### src/rtl/cnu_min_sum_array.sv
// Bank of six min-sum check-node units: a 2-stage valid/ready pipeline (sign/magnitude, then min/idx/sign combine).
// Define CNU_OFFSET_EN to build the offset min-sum variant; otherwise plain min-sum.
module cnu_min_sum_array #(
  parameter int DATA_WIDTH = 6,
  parameter int OFFSET     = 1
) (
  input  logic                  clk,
  input  logic                  rst_n,
  input  logic                  in_valid,
  output logic                  in_ready,
  input  logic [DATA_WIDTH-1:0] data_in  [0:35],
  output logic                  out_valid,
  input  logic                  out_ready,
  output logic [DATA_WIDTH-1:0] data_out [0:35],
  output logic [5:0]            out_parity
);

  localparam int N_GRP = 6;
  localparam int GRP   = 6;
  localparam int N_MSG = N_GRP * GRP;
  localparam int MW    = DATA_WIDTH - 1;
  localparam logic [DATA_WIDTH-1:0] MIN_NEG = {1'b1, {MW{1'b0}}};
`ifdef CNU_OFFSET_EN
  localparam logic [MW-1:0] OFF_V = MW'(OFFSET);
`else
  // Plain min-sum: OFFSET is multiplied out so the subtraction below is an identity.
  localparam logic [MW-1:0] OFF_V = MW'(OFFSET * 0);
`endif

  logic          s1_valid_q;
  logic          s1_sign_q [N_MSG];
  logic [MW-1:0] s1_mag_q  [N_MSG];
  logic [MW-1:0] s1_mag_d  [N_MSG];

  logic                  out_valid_q;
  logic [DATA_WIDTH-1:0] data_out_q [N_MSG];
  logic [DATA_WIDTH-1:0] data_out_d [N_MSG];
  logic [N_GRP-1:0]      parity_q;
  logic [N_GRP-1:0]      parity_d;

  logic [MW-1:0] min1_w [N_GRP];
  logic [MW-1:0] min2_w [N_GRP];
  logic [2:0]    idx_w  [N_GRP];
  logic          sgn_w  [N_GRP];

  logic s2_adv;
  logic accept;

  assign s2_adv   = !out_valid_q || out_ready;
  assign in_ready = !s1_valid_q || s2_adv;
  assign accept   = in_valid && in_ready;

  // |x| with the most negative code saturating to the largest positive magnitude.
  always_comb begin
    for (int i = 0; i < N_MSG; i++) begin
      if (data_in[i] == MIN_NEG)
        s1_mag_d[i] = '1;
      else if (data_in[i][MW])
        s1_mag_d[i] = MW'(~data_in[i] + 1'b1);
      else
        s1_mag_d[i] = data_in[i][MW-1:0];
    end
  end

  always_ff @(posedge clk or negedge rst_n) begin
    if (!rst_n) begin
      s1_valid_q <= 1'b0;
      for (int i = 0; i < N_MSG; i++) begin
        s1_sign_q[i] <= 1'b0;
        s1_mag_q[i]  <= '0;
      end
    end else if (in_ready) begin
      s1_valid_q <= in_valid;
      if (accept) begin
        for (int i = 0; i < N_MSG; i++) begin
          s1_sign_q[i] <= data_in[i][MW];
          s1_mag_q[i]  <= s1_mag_d[i];
        end
      end
    end
  end

  // Strict '<' keeps the lowest index on ties; min2 skips only that one position.
  always_comb begin
    for (int g = 0; g < N_GRP; g++) begin
      min1_w[g] = '1;
      min2_w[g] = '1;
      idx_w[g]  = 3'd0;
      sgn_w[g]  = 1'b0;
      for (int j = 0; j < GRP; j++) begin
        if (s1_mag_q[g*GRP+j] < min1_w[g]) begin
          min1_w[g] = s1_mag_q[g*GRP+j];
          idx_w[g]  = 3'(j);
        end
        sgn_w[g] = sgn_w[g] ^ s1_sign_q[g*GRP+j];
      end
      for (int j = 0; j < GRP; j++) begin
        if (3'(j) != idx_w[g] && s1_mag_q[g*GRP+j] < min2_w[g])
          min2_w[g] = s1_mag_q[g*GRP+j];
      end
    end
  end

  always_comb begin : out_calc
    logic [MW-1:0]         mag_v;
    logic [DATA_WIDTH-1:0] ext_v;
    logic                  neg_v;
    mag_v = '0;
    ext_v = '0;
    neg_v = 1'b0;
    for (int g = 0; g < N_GRP; g++)
      parity_d[g] = ~sgn_w[g];
    for (int i = 0; i < N_MSG; i++) begin
      mag_v = (3'(i % GRP) == idx_w[i / GRP]) ? min2_w[i / GRP] : min1_w[i / GRP];
      mag_v = (mag_v > OFF_V) ? (mag_v - OFF_V) : '0;
      ext_v = {1'b0, mag_v};
      neg_v = sgn_w[i / GRP] ^ s1_sign_q[i];
      // Negating a zero magnitude yields zero, so no signed-zero special case is needed.
      data_out_d[i] = neg_v ? (~ext_v + 1'b1) : ext_v;
    end
  end

  always_ff @(posedge clk or negedge rst_n) begin
    if (!rst_n) begin
      out_valid_q <= 1'b0;
      parity_q    <= '0;
      for (int i = 0; i < N_MSG; i++)
        data_out_q[i] <= '0;
    end else if (s2_adv) begin
      out_valid_q <= s1_valid_q;
      if (s1_valid_q) begin
        parity_q <= parity_d;
        for (int i = 0; i < N_MSG; i++)
          data_out_q[i] <= data_out_d[i];
      end
    end
  end

  assign out_valid  = out_valid_q;
  assign out_parity = parity_q;
  always_comb begin
    for (int i = 0; i < N_MSG; i++)
      data_out[i] = data_out_q[i];
  end

endmodule

### config.mk
export PLATFORM = sky130hd
export DESIGN_NAME = cnu_min_sum_array
export DESIGN_NICKNAME = d
export VERILOG_FILES = /design/src/rtl/cnu_min_sum_array.sv
export SDC_FILE = /design/constraint.sdc
export NUM_CORES = 2
export LEC_CHECK = 0
export ABC_AREA = 0
export CAP_MARGIN = 10
export CORE_UTILIZATION = 50
export CTS_BUF_LIST = sky130_fd_sc_hd__clkbuf_16
export DETAILED_ROUTE_END_ITERATION = 8
export GPL_TIMING_DRIVEN = 1
export HOLD_SLACK_MARGIN = 0.1
export MAX_ROUTING_LAYER = met4
export PLACE_DENSITY = 0.73
export SYNTH_ARGS = -nofsm -noshare
export SYNTH_HDL_FRONTEND = slang
export SYNTH_SLANG_ARGS = --single-unit
### constraint.sdc
create_clock -name clk -period 22.2 [get_ports clk]
set_input_delay 5.55 -clock clk [delete_from_list [all_inputs] [get_ports clk]]
set_output_delay 5.55 -clock clk [all_outputs]
set_load 0.02 [all_outputs]
==> reports/metrics.yaml <==
ys_seq_area_frac: 0.300
worstSetupStartpointType: "flop"
syn_inst: 4599
post_synth_and_or_nand_nor_area_fraction: 0.192
worstPathMaxFanout: 13
place_congestion: 0.976
drc: 0
area_growth_syn_to_layout_pct: 18.7
io_pins: 444
drv.max_cap_violation_count: 0
post-dp-hpwl_mm: 90.8
tritoncts_clock_tree: "done"
finalHoldWorstSlack_ns: 0.475
cts_max_path_bufs: 3
tns_ns: 0
overall_routing_resource_usage: 0.321
mappedNetlistArea_um2: 36700
use_met1: 0.414
worst_pin_slew_ns: 1.16
synth_enable_flop_cells: 0
overflow: 0
dominantRegCellSynth: "sky130_fd_sc_hd__dfrtp_1"
grt_first_pass_wirelength_mm: 187
timing.max_slew.rel_slack: 0.226
synth_top_area_cell: "sky130_fd_sc_hd__dfrtp_1"
period_needed_ns: 18.41
synth_commonest_cells: "sky130_fd_sc_hd__nand2_1, sky130_fd_sc_hd__nor2_1, sky130_fd_sc_hd__dfrtp_1"
synth_compound_gate_area_share: 0.256
cp.arrival_ns: 18.88
worst_setup_hold_path_clk_slew_ns: 0.06
yosys.cell_types.count: 113
core-area_um2: 72100
number_of_global_route_vias_before_repair: 33900
top_usage_layer: "met2"
placedInstanceArea_um2: 41800
number_of_sinks_on_the_clock_net: 440
die_width_um: 273
postRouteAntennaNets: 0
syn-mean-instance-area_um2: 7.98
synthDominantCellAreaShare: 0.300
number_of_max_slew_violations_in_the_final_report: 0
synthMuxAreaShare: 0.0625
cts_htree_levels: 2
cts-hold-fix-buffers: 0
die_area_um2: 74500
ctsResizeCount: 0
cts_setup_buffers: 0
synth_fp_nets: 5042
first_pass_iters: 6
clock_skew_ns: 0.0235
critical-path-top-cell-by-count: "sky130_fd_sc_hd__ha_1"
clockRootBuffer: "sky130_fd_sc_hd__clkbuf_16"
worst_setup_path_end_kind: "flop"
critical-path-max-stage-delay_ns: 0.81
synthAdderAreaFrac: 0.0837
routed_wire_length_per_instance_um: 20.0
num-nets-final: 5387
synth_async_sr_flop_share: 1.00
most_frequent_cell_after_synthesis: "sky130_fd_sc_hd__nand2_1"
ys_top_cells_by_area: "sky130_fd_sc_hd__dfrtp_1, sky130_fd_sc_hd__ha_1, sky130_fd_sc_hd__nand2_1"
final_layout_size_suffix_gt1_frac: 0.0464
max_freq_mhz: 54.3
quantity_of_i_o_buffers_inserted_on_ports: 443
finalSetupViolations: 0
hold_crit_path_type: "flop to flop"
antenna_found_initial: 4
finalCritPeriodShare: 0.829
path_class: "flop to flop"
run_status: "completed"
final_hold_viol_count: 0
yosysWarnings: 0
share_of_the_synthesized_netlist_area_taken_by_xor_and_xnor_gates: 0.0592
synth.ff_latch_count: 440
num_rows: 98
post-route-cell-area_um2: 43500
grt_start_max_net_pins: 254
fraction_of_met3_tracks_used_by_global_routing: 0.0523
dieHeight_um: 273
via_count: 35800
synth_top_family_by_area: "compound AO/OA/AOI/OAI gates"
route.detailed.vias_per_inst: 6.03
cts_inserted_buffers: 53
cpMaxStageDelayCell: "sky130_fd_sc_hd__o21ai_1"
rsz0062_at_grt: "no"
required_ns: 22.67
insertion_delay_to_the_later_sink_of_the_worst_skew_pair_ns: 0.63
start_util: 0.509
first_iter_violations: 3373
globalRouteMet2Util: 0.506
drt-total-wl_mm: 119
## layout by cell type (no fill, tap or decap), drive strengths merged, types with 14 or more instances in the layout
master	Yosys	final
a211o	16	16
a211oi	53	53
a21o	80	80
a21oi	311	311
a22oi	82	82
a311oi	20	20
a31o	15	15
a31oi	72	72
a41oi	15	15
and2	40	40
and3	39	39
buf	20	24
clkbuf	156	54
clkdlybuf4s50	0	442
clkinv	1	18
dfrtp	440	440
ha	223	223
inv	271	282
maj3	28	28
mux2	52	52
mux2i	169	169
nand2	579	579
nand2b	48	48
nand3	106	106
nand4	16	16
nor2	477	477
nor2b	58	58
nor3	52	52
nor3b	40	40
o211ai	36	36
o21a	33	33
o21ai	423	423
o21bai	14	14
o22ai	15	15
o311ai	14	14
o31ai	79	79
or2	36	36
or3	17	17
xnor2	140	140
xor2	108	108
## metrics by stage
step,setup WS (ns),instances,util
finish,3.79,5936,0.604
detailed placement,4.05,5838,0.580
CTS,3.95,5931,0.604
floorplan,6.78,4599,-
global placement,4.07,5838,0.580
global route,2.16,5935,0.604
## state kept, by name (all words and copies together), names as in the netlist
signal	flops
s1_valid_q	1
data_out	216
out_valid	1
s1_sign_q	36
s1_mag_q	180
out_parity	6
## final cells by class
| class | count | area, um2 |
|---|---|---|
| Antenna cell | 4 | 10.0 |
| Clock buffer | 54 | 1350 |
| Sequential cell | 440 | 11000 |
| Timing Repair Buffer | 466 | 4640 |
| Fill cell | 6661 | 28600 |
| Clock inverter | 39 | 354 |
| Multi-Input combinational cell | 3711 | 24000 |
| Tap cell | 950 | 1190 |
| Inverter | 272 | 1020 |
## cell families after synthesis
| logic type | count (synthesis) |
|---|---|
| AND/OR/NAND/NOR | 1554 |
| adder cells (fa/ha/maj) | 251 |
| buffers and inverters | 448 |
| multiplexers | 221 |
| flip-flops | 440 |
| XOR/XNOR | 248 |
| AO/OA/AOI/OAI | 1437 |
## metal layers
metal | part of all wire | wire (um) | vias to the layer above
li1 | - | - | 17300
met1 | 0.43 | 51100 | 17000
met2 | 0.46 | 54300 | 1249
met3 | 0.071 | 8390 | 245
met4 | 0.040 | 4710 | 0
met5 | 0 | 0 | -
## worst max-delay path: cells and delay by family (launching register included)
family / cells / cell delay (ns)
flip-flops: 1 / 0.38
XOR/XNOR: 1 / 0.17
buffers and inverters: 7 / 0.88
adder cells (fa/ha/maj): 12 / 3.09
multiplexers: 5 / 1.68
AO/OA/AOI/OAI: 31 / 8.61
AND/OR/NAND/NOR: 19 / 3.43
## final timing paths
kind / from / to / slack (ns) / depth (start not counted)
max in group asynchronous: rst_n / s1_mag_q[44] / 14.35 / 4
worst min-delay path: data_out[49] / data_out[49] / 0.48 / 2
worst min register to register: data_out[49] / data_out[49] / 0.48 / 2
min in group asynchronous: rst_n / s1_mag_q[141] / 4.95 / 1
worst max-delay path: s1_mag_q[87] / data_out[88] / 3.79 / 75
worst max register to register: s1_mag_q[87] / data_out[88] / 3.79 / 75
Power is not shown: default switching activity piles up to over one toggle a cycle in this logic, so the estimate is an artifact.
